File: src/rtl/bf_core.sv
// Multi-cycle Brainfuck interpreter core: fetches opcodes from a synchronous ROM, operates on
// cells in a synchronous RAM and emits bytes on a strobed stdout port.
module bf_core #(
    parameter int unsigned DATA_ADDR_WIDTH  = 16,
    parameter int unsigned DATA_VALUE_WIDTH = 32,
    parameter int unsigned PROG_ADDR_WIDTH  = 16,
    parameter int unsigned PROG_VALUE_WIDTH = 8
) (
    input  logic                        clk,
    input  logic                        reset,
    input  logic                        en,
    output logic [PROG_ADDR_WIDTH-1:0]  prog_addr,
    output logic                        prog_ren,
    input  logic [PROG_VALUE_WIDTH-1:0] prog_rval,
    output logic [DATA_ADDR_WIDTH-1:0]  data_addr,
    output logic                        data_ren,
    output logic                        data_wen,
    output logic [DATA_VALUE_WIDTH-1:0] data_wval,
    input  logic [DATA_VALUE_WIDTH-1:0] data_rval,
    output logic [7:0]                  stdout,
    output logic                        stdout_en
);

    typedef enum logic [2:0] {
        StFetch,
        StDecode,
        StScanFetch,
        StScanDecode,
        StHalt
    } state_e;

    localparam logic [PROG_VALUE_WIDTH-1:0] OpInc   = PROG_VALUE_WIDTH'(8'h2B);
    localparam logic [PROG_VALUE_WIDTH-1:0] OpDec   = PROG_VALUE_WIDTH'(8'h2D);
    localparam logic [PROG_VALUE_WIDTH-1:0] OpRight = PROG_VALUE_WIDTH'(8'h3E);
    localparam logic [PROG_VALUE_WIDTH-1:0] OpLeft  = PROG_VALUE_WIDTH'(8'h3C);
    localparam logic [PROG_VALUE_WIDTH-1:0] OpOut   = PROG_VALUE_WIDTH'(8'h2E);
    localparam logic [PROG_VALUE_WIDTH-1:0] OpOpen  = PROG_VALUE_WIDTH'(8'h5B);
    localparam logic [PROG_VALUE_WIDTH-1:0] OpClose = PROG_VALUE_WIDTH'(8'h5D);
    localparam logic [PROG_VALUE_WIDTH-1:0] OpEnd   = PROG_VALUE_WIDTH'(8'h00);

    localparam logic [PROG_ADDR_WIDTH-1:0] PcOne = PROG_ADDR_WIDTH'(1);
    localparam logic [DATA_ADDR_WIDTH-1:0] DpOne = DATA_ADDR_WIDTH'(1);

    state_e                       state_q, state_d;
    logic [PROG_ADDR_WIDTH-1:0]   pc_q, pc_d;
    logic [DATA_ADDR_WIDTH-1:0]   dp_q, dp_d;
    logic [PROG_ADDR_WIDTH-1:0]   depth_q, depth_d;
    logic                         dir_back_q, dir_back_d;
    logic [7:0]                   stdout_q, stdout_d;
    logic                         stdout_en_q, stdout_en_d;

    logic                         prog_ren_c, data_ren_c, data_wen_c;
    logic [DATA_VALUE_WIDTH-1:0]  wval_c;
    logic [PROG_ADDR_WIDTH-1:0]   depth_nxt;

    always_comb begin
        state_d     = state_q;
        pc_d        = pc_q;
        dp_d        = dp_q;
        depth_d     = depth_q;
        dir_back_d  = dir_back_q;
        stdout_d    = stdout_q;
        stdout_en_d = 1'b0;
        prog_ren_c  = 1'b0;
        data_ren_c  = 1'b0;
        data_wen_c  = 1'b0;
        wval_c      = data_rval;
        depth_nxt   = depth_q;

        unique case (state_q)
            StFetch: begin
                prog_ren_c = 1'b1;
                data_ren_c = 1'b1;
                state_d    = StDecode;
            end

            StDecode: begin
                state_d = StFetch;
                pc_d    = pc_q + PcOne;
                case (prog_rval)
                    OpInc: begin
                        data_wen_c = 1'b1;
                        wval_c     = data_rval + DATA_VALUE_WIDTH'(1);
                    end
                    OpDec: begin
                        data_wen_c = 1'b1;
                        wval_c     = data_rval - DATA_VALUE_WIDTH'(1);
                    end
                    OpRight: dp_d = dp_q + DpOne;
                    OpLeft:  dp_d = dp_q - DpOne;
                    OpOut: begin
                        stdout_d    = data_rval[7:0];
                        stdout_en_d = 1'b1;
                    end
                    OpOpen: begin
                        if (data_rval == '0) begin
                            depth_d    = PcOne;
                            dir_back_d = 1'b0;
                            state_d    = StScanFetch;
                        end
                    end
                    OpClose: begin
                        if (data_rval != '0) begin
                            depth_d    = PcOne;
                            dir_back_d = 1'b1;
                            pc_d       = pc_q - PcOne;
                            state_d    = StScanFetch;
                        end
                    end
                    OpEnd: begin
                        pc_d    = pc_q;
                        state_d = StHalt;
                    end
                    default: ;
                endcase
            end

            StScanFetch: begin
                prog_ren_c = 1'b1;
                state_d    = StScanDecode;
            end

            StScanDecode: begin
                if (!dir_back_q) begin
                    if (prog_rval == OpEnd) begin
                        state_d = StHalt;
                    end else begin
                        if (prog_rval == OpOpen)  depth_nxt = depth_q + PcOne;
                        if (prog_rval == OpClose) depth_nxt = depth_q - PcOne;
                        depth_d = depth_nxt;
                        pc_d    = pc_q + PcOne;
                        state_d = (depth_nxt == '0) ? StFetch : StScanFetch;
                    end
                end else begin
                    if (prog_rval == OpClose) depth_nxt = depth_q + PcOne;
                    if (prog_rval == OpOpen)  depth_nxt = depth_q - PcOne;
                    depth_d = depth_nxt;
                    if (depth_nxt == '0) begin
                        // Resume on the instruction just after the matching '['.
                        pc_d    = pc_q + PcOne;
                        state_d = StFetch;
                    end else if (pc_q == '0) begin
                        state_d = StHalt;
                    end else begin
                        pc_d    = pc_q - PcOne;
                        state_d = StScanFetch;
                    end
                end
            end

            StHalt: ;

            default: state_d = StHalt;
        endcase
    end

    // Strobes are gated so a stall or a reset cycle never touches the memories.
    assign prog_ren  = prog_ren_c & en & ~reset;
    assign data_ren  = data_ren_c & en & ~reset;
    assign data_wen  = data_wen_c & en & ~reset;
    assign data_wval = wval_c;
    assign prog_addr = pc_q;
    assign data_addr = dp_q;
    assign stdout    = stdout_q;
    assign stdout_en = stdout_en_q;

    always_ff @(posedge clk) begin
        if (reset) begin
            state_q     <= StFetch;
            pc_q        <= '0;
            dp_q        <= '0;
            depth_q     <= '0;
            dir_back_q  <= 1'b0;
            stdout_q    <= 8'h00;
            stdout_en_q <= 1'b0;
        end else if (en) begin
            state_q     <= state_d;
            pc_q        <= pc_d;
            dp_q        <= dp_d;
            depth_q     <= depth_d;
            dir_back_q  <= dir_back_d;
            stdout_q    <= stdout_d;
            stdout_en_q <= stdout_en_d;
        end
    end

endmodule

File: config.mk
export PLATFORM = sky130hd
export DESIGN_NAME = bf_core
export DESIGN_NICKNAME = d
export VERILOG_FILES = /design/src/rtl/bf_core.sv
export SDC_FILE = /design/constraint.sdc
export NUM_CORES = 1
export LEC_CHECK = 0
export CAP_MARGIN = 20
export CORE_MARGIN = 8
export CORE_UTILIZATION = 40
export DETAILED_ROUTE_END_ITERATION = 12
export DONT_BUFFER_PORTS = 1
export GPL_TIMING_DRIVEN = 0
export HOLD_SLACK_MARGIN = 0.05
export PLACE_DENSITY = 0.6
export SYNTH_ARGS = -nofsm -noshare
export SYNTH_HDL_FRONTEND = slang
export SYNTH_SLANG_ARGS = --single-unit
File: constraint.sdc
create_clock -name clk -period 11.16 [get_ports clk]
set_input_delay 1.116 -clock clk [delete_from_list [all_inputs] [get_ports clk]]
set_output_delay 1.116 -clock clk [all_outputs]
set_load 0.005 [all_outputs]
== After elaboration in Yosys (flattened, before gate mapping) ==
Index checks and enable logic that the tools add are counted.
W data, S select, Z words.

* $add $sub $neg: 8
* Multiply operators: 0
* Divide/modulo/power cells: 0
* Magnitude comparators: 0
* Equal/unequal tests: 19
* Shift-type cells: 0
* Multiplexer cells: 43
* Bitwise operators: 8
* Reduce and logical (&&, ||, !) cells: 18

{| class="wikitable"
|+ Operators by type and width
! operator !! count
|-
| $mux W16 || 18
|-
| $pmux W16 S2 || 5
|-
| $pmux W32 S2 || 1
|-
| $add A16 B1 Y16 const B || 3
|-
| $logic_not A16 Y1 || 3
|-
| $sub A16 B1 Y16 const B || 3
|-
| $eq A8 B6 Y1 const B || 5
|-
| $add A32 B1 Y32 const B || 1
|-
| $logic_not A32 Y1 || 1
|-
| $mux W32 || 1
|-
| $reduce_bool A32 Y1 || 1
|-
| $sub A32 B1 Y32 const B || 1
|-
| $eq A8 B7 Y1 const B || 2
|-
| $pmux W3 S5 || 1
|-
| $mux W3 || 4
|-
| $ne A3 B3 Y1 const B || 4
|-
| $reduce_and A5 Y1 || 2
|-
| $pmux W3 S3 || 1
|-
| $logic_not A8 Y1 || 1
|-
| $mux W1 || 8
|-
| $and A1 B1 Y1 || 6
|-
| $eq A3 B2 Y1 const B || 2
|-
| $mux W2 || 3
|-
| $ne A2 B2 Y1 const B || 3
|-
| other kinds (11) || 16
|}

* Register bits after elaboration: 61
* Bits in latches: 0
* Bits in writable memories: 0
* Memory bits (read-only): 0
* Input port bits: 43
* Output and inout port bits: 76
* Memories: 0

== Depth between registers and ports, before layout ==
* Depth after elaboration: 11
* Gate-level depth with buffers: 16
* Depth with buffers taken out: 15

== Worst setup path after synthesis ==
No wires, ideal clock.

* Path type: input port to output port
* Start: in prog_rval[1]
* End: out data_wval[31]
* Arrival time: 5.307 ns
* Path slack: 4.737 ns
* Stages on the path: 15
* Path through: buf_2 > and4b_1 > buf_2 > buf_1 > nand3_1 > inv_1 > ha_1 > a2111oi_0 > nor2b_1 > or4b_2 > nor3b_1 > o21ai_0 > a41oi_1 > mux2i_1 > xor2_1

* Longest elaborated chain between the ends: 3
* Elaborated cells on any way between the ends: 4

{| class="wikitable"
|+ Ends and longest elaborated chain
! item !! line !! text
|-
| start: declaration || 14 || <nowiki>input logic [PROG_VALUE_WIDTH-1:0] prog_rval,</nowiki>
|-
| $eq A8 B6 Y1 || 80 || <nowiki>case (prog_rval)</nowiki>
|-
| $pmux W32 S2 * || 80 ||
|-
| $mux W32 * || 70 || <nowiki>unique case (state_q)</nowiki>
|-
| end: declaration || 18 || <nowiki>output logic [DATA_VALUE_WIDTH-1:0] data_wval,</nowiki>
|}

Mark *: on every way between the ends. The rest lies on a longest branch, timed or not.

== Worst setup path in the final report ==
Ends and elaborated chain as after synthesis.

==> flow_summary.json <==
{
  "ff2ff_setup_slack_ns": 6.55,
  "avgSynthCellArea_sq_um": 7.30,
  "leakagePower_nw": 3.14,
  "synth.distinct_cells": 84,
  "totalNegativeSetupSlack_ns": 0,
  "synth_top_family_by_area": "compound AO/OA/AOI/OAI gates",
  "clk_latency_ns": 0.35,
  "synth_seq_cells": 61,
  "core-area_sq_um": 17800,
  "synth_warnings": 0,
  "count_of_buffers_from_port_buffering": 0,
  "synth_area_sq_um": 7230,
  "mapped_nets": 1085,
  "post_synth_xor_area_fraction_pct": 5.82,
  "post-route-period-util_pct": 65.2,
  "maxSlewHeadroom_pct": 48.8,
  "post_cts.resized_instances": 0,
  "synth.area.mux_share_pct": 5.02,
  "synth-main-ff-cell": "sky130_fd_sc_hd__dfxtp_1",
  "drtAntennaViolNets": 0,
  "timing.max_cap.violations": 0,
  "place_ws_ns": 3.39,
  "drv_slew": 0,
  "timing.hold.worst.start": "data_addr[6]$_SDFFE_PP0P_",
  "clock_transition_at_path_regs_ns": 0.06,
  "final_cell_mix": "sky130_fd_sc_hd__nand2_1 (96), sky130_fd_sc_hd__nor2_1 (91), sky130_fd_sc_hd__a21oi_1 (73)",
  "antenna_cells_inserted": 0,
  "path_max_fanout": 27,
  "tightest_pin_transition_ns": 0.762,
  "finalCoreUtilization_pct": 43.8,
  "count_of_routing_violations_after_the_opening_detailed_route_iteration": 685,
  "synth_compound_area_share_pct": 29.5,
  "final_hold_viol_count": 0,
  "vdd.ir_drop.worst_mv": 0.0813,
  "ctsHoldBuffers": 0,
  "cts_buffer_depth": 2,
  "synthToLayoutAreaGrowth_pct": 8.07,
  "wl_mm": 24.5,
  "cts.root.buffer_cell": "sky130_fd_sc_hd__clkbuf_16",
  "cts.sink_count": 61,
  "routed-via-count": 7764,
  "grt_start_max_net_pins": 31,
  "width_of_the_die_um": 150,
  "yosys.area.top_type_share_pct": 16.9,
  "outcome": "finished, final reports clean",
  "place.detailed.hpwl_mm": 18.9,
  "worst_setup_path_end_kind": "primary output",
  "ys_top_cells_by_area": "sky130_fd_sc_hd__dfxtp_1 (17%), sky130_fd_sc_hd__ha_1 (8.5%), sky130_fd_sc_hd__a21oi_1 (5.1%), sky130_fd_sc_hd__nand2_1 (5.0%), sky130_fd_sc_hd__nor2_1 (4.7%)",
  "htree_levels": 3,
  "fp-row-count": 49,
  "crit_type": "input pin to primary output",
  "critical_path_required_ns": 10.04,
  "grt.total_usage_pct": 21.1,
  "cts_made_buffers": 9,
  "post_drt_via_cell_ratio": 6.28,
  "drc_errors": 0,
  "post_synth_fa_ha_maj_area_fraction_pct": 9.03,
  "avgRoutedWirePerCell_um": 19.8,
  "start_kind": "input pin",
  "max_clock_freq_ghz": 0.137,
  "pin_count": 119,
  "postCtsSetupRepairBufs": 0,
  "worstHoldPathCells": 2,
  "unrepaired_setup_endpoints_after_global_routing": "no",
  "layout-drive-gt1-share_pct": 6.35,
  "timing.final.crit_period_ns": 7.28,
  "dr.pass1.iters": 5,
  "async_set_or_reset_flop_fraction_in_the_synthesized_netlist_pct": 0,
  "crit-reg2reg-launch": "depth_q[0]$_SDFFE_PP0P_",
  "finalSetupViolCount": 0,
  "r2r.worst_path.cells": 13,
  "dieHeight_um": 150,
  "hold-path-endpoint": "data_addr[6]$_SDFFE_PP0P_",
  "gpl.final_weighted_congestion": 0.957,
  "synth_area_leader_cell": "sky130_fd_sc_hd__dfxtp_1",
  "power.density_cell_area_nw_per_um2": 69.7,
  "fin_ws_ns": 3.88,
  "fin_worst_skew_ns": 0.00537,
  "synth_edf_count": 0,
  "fillcell_total": 1888,
  "nets": 1097,
  "antenna_found_initial": 0,
  "ys_seq_area_share_pct": 16.9,
  "worst_hold_path_type": "flip-flop to flip-flop",
  "tritoncts": "yes",
  "grt_pass1_vias": 7153,
  "die_area_sq_um": 22600,
  "layout.cells.most_common": "sky130_fd_sc_hd__nand2_1",
  "floorplan.initialDensity_pct": 40.5,
  "worst_ep_arrival_time_ns": 6.16,
  "capture_point_of_the_worst_reg_to_reg_path": "prog_addr[14]$_SDFFE_PP0P_",
  "grt_overflow": 0,
  "postSynthCellCount": 991,
  "grt_first_pass_wirelength_mm": 38.5,
  "post_synthesis_share_of_cell_area_spent_on_and_or_nand_and_nor_gates_pct": 28.9
}
[registers in the layout, indices dropped and copies added, names as in the netlist]
name	flops
data_addr	16
depth_q	16
prog_addr	16
stdout	8
state_q	3
dir_back_q	1
stdout_en	1
[worst max-delay path: stages]
cell and delay, ns:
sky130_fd_sc_hd__buf_2 0.16, sky130_fd_sc_hd__and4b_1 0.39, sky130_fd_sc_hd__buf_2 0.31, sky130_fd_sc_hd__buf_1 0.51
sky130_fd_sc_hd__nand3_1 0.27, sky130_fd_sc_hd__inv_1 0.26, sky130_fd_sc_hd__buf_16 0.22, sky130_fd_sc_hd__ha_1 0.32
sky130_fd_sc_hd__a2111oi_0 0.53, sky130_fd_sc_hd__nor2b_1 0.11, sky130_fd_sc_hd__or4b_2 0.62, sky130_fd_sc_hd__nor3b_1 0.30
sky130_fd_sc_hd__o21ai_0 0.19, sky130_fd_sc_hd__a41oi_1 0.35, sky130_fd_sc_hd__mux2i_1 0.25, sky130_fd_sc_hd__xor2_1 0.25
[cells in the mapped netlist (all sizes together), types with 24 or more instances]
library cell	instances
ha	49
nor2	91
o21ai	58
clkbuf	46
nor3	33
a21oi	75
dfxtp	61
a21o	24
inv	27
nand2	96
nand3	43
xor2	26
[stage by stage]
| step | instance area, sq um | cells | hold WS, ns | total power, mW |
|---|---|---|---|---|
| floorplan | 7230 | 991 | 0.465 | 0.272 |
| global placement | 7520 | 1220 | 0.484 | 0.288 |
| detailed placement | 7520 | 1220 | 0.490 | 0.288 |
| CTS | 7780 | 1236 | 0.503 | 0.550 |
| global route | 7810 | 1237 | 0.528 | 0.569 |
| finish | 7810 | 1237 | 0.496 | 0.544 |
[layout make-up]
class	instances	area [sq um]	share of cell area, %
Buffer	59	248	3.17
Clock buffer	10	229	2.93
Clock inverter	6	40.0	0.512
Inverter	27	101	1.30
Multi-Input combinational cell	844	5660	72.4
Sequential cell	61	1220	15.6
Tap cell	229	287	3.67
Timing Repair Buffer	1	27.5	0.352
[cell families after synthesis]
family | after synthesis
buffers and inverters | 86
flip-flops | 61
AO/OA/AOI/OAI | 309
XOR/XNOR | 48
AND/OR/NAND/NOR | 403
adder cells (fa/ha/maj) | 51
multiplexers | 33
[per-layer routing]
layer  wire length, um  global-route usage [%]
met1             10700                    27.5
met2             11300                    33.8
met4               499                    6.65
met3              2080                    4.96
met5                 0                       0
[how the worst max path moves through the flow]
| stage | endpoint | startpoint | slack [ns] |
|---|---|---|---|
| floorplan | data_wval[31] | prog_rval[1] | 4.74 |
| global placement | data_wval[31] | prog_rval[1] | 3.42 |
| detailed placement | data_wval[31] | prog_rval[1] | 3.39 |
| CTS | data_wval[31] | prog_rval[1] | 3.37 |
| global route | data_wval[31] | prog_rval[1] | 3.54 |
| finish | data_wval[31] | prog_rval[1] | 3.88 |
[report_power, final]
group / switching (mW) / internal, mW
logic: 0.0413 / 0.0226
registers: 0.00122 / 0.218
clock network: 0.111 / 0.150
Power figures use the tool's default switching activity.
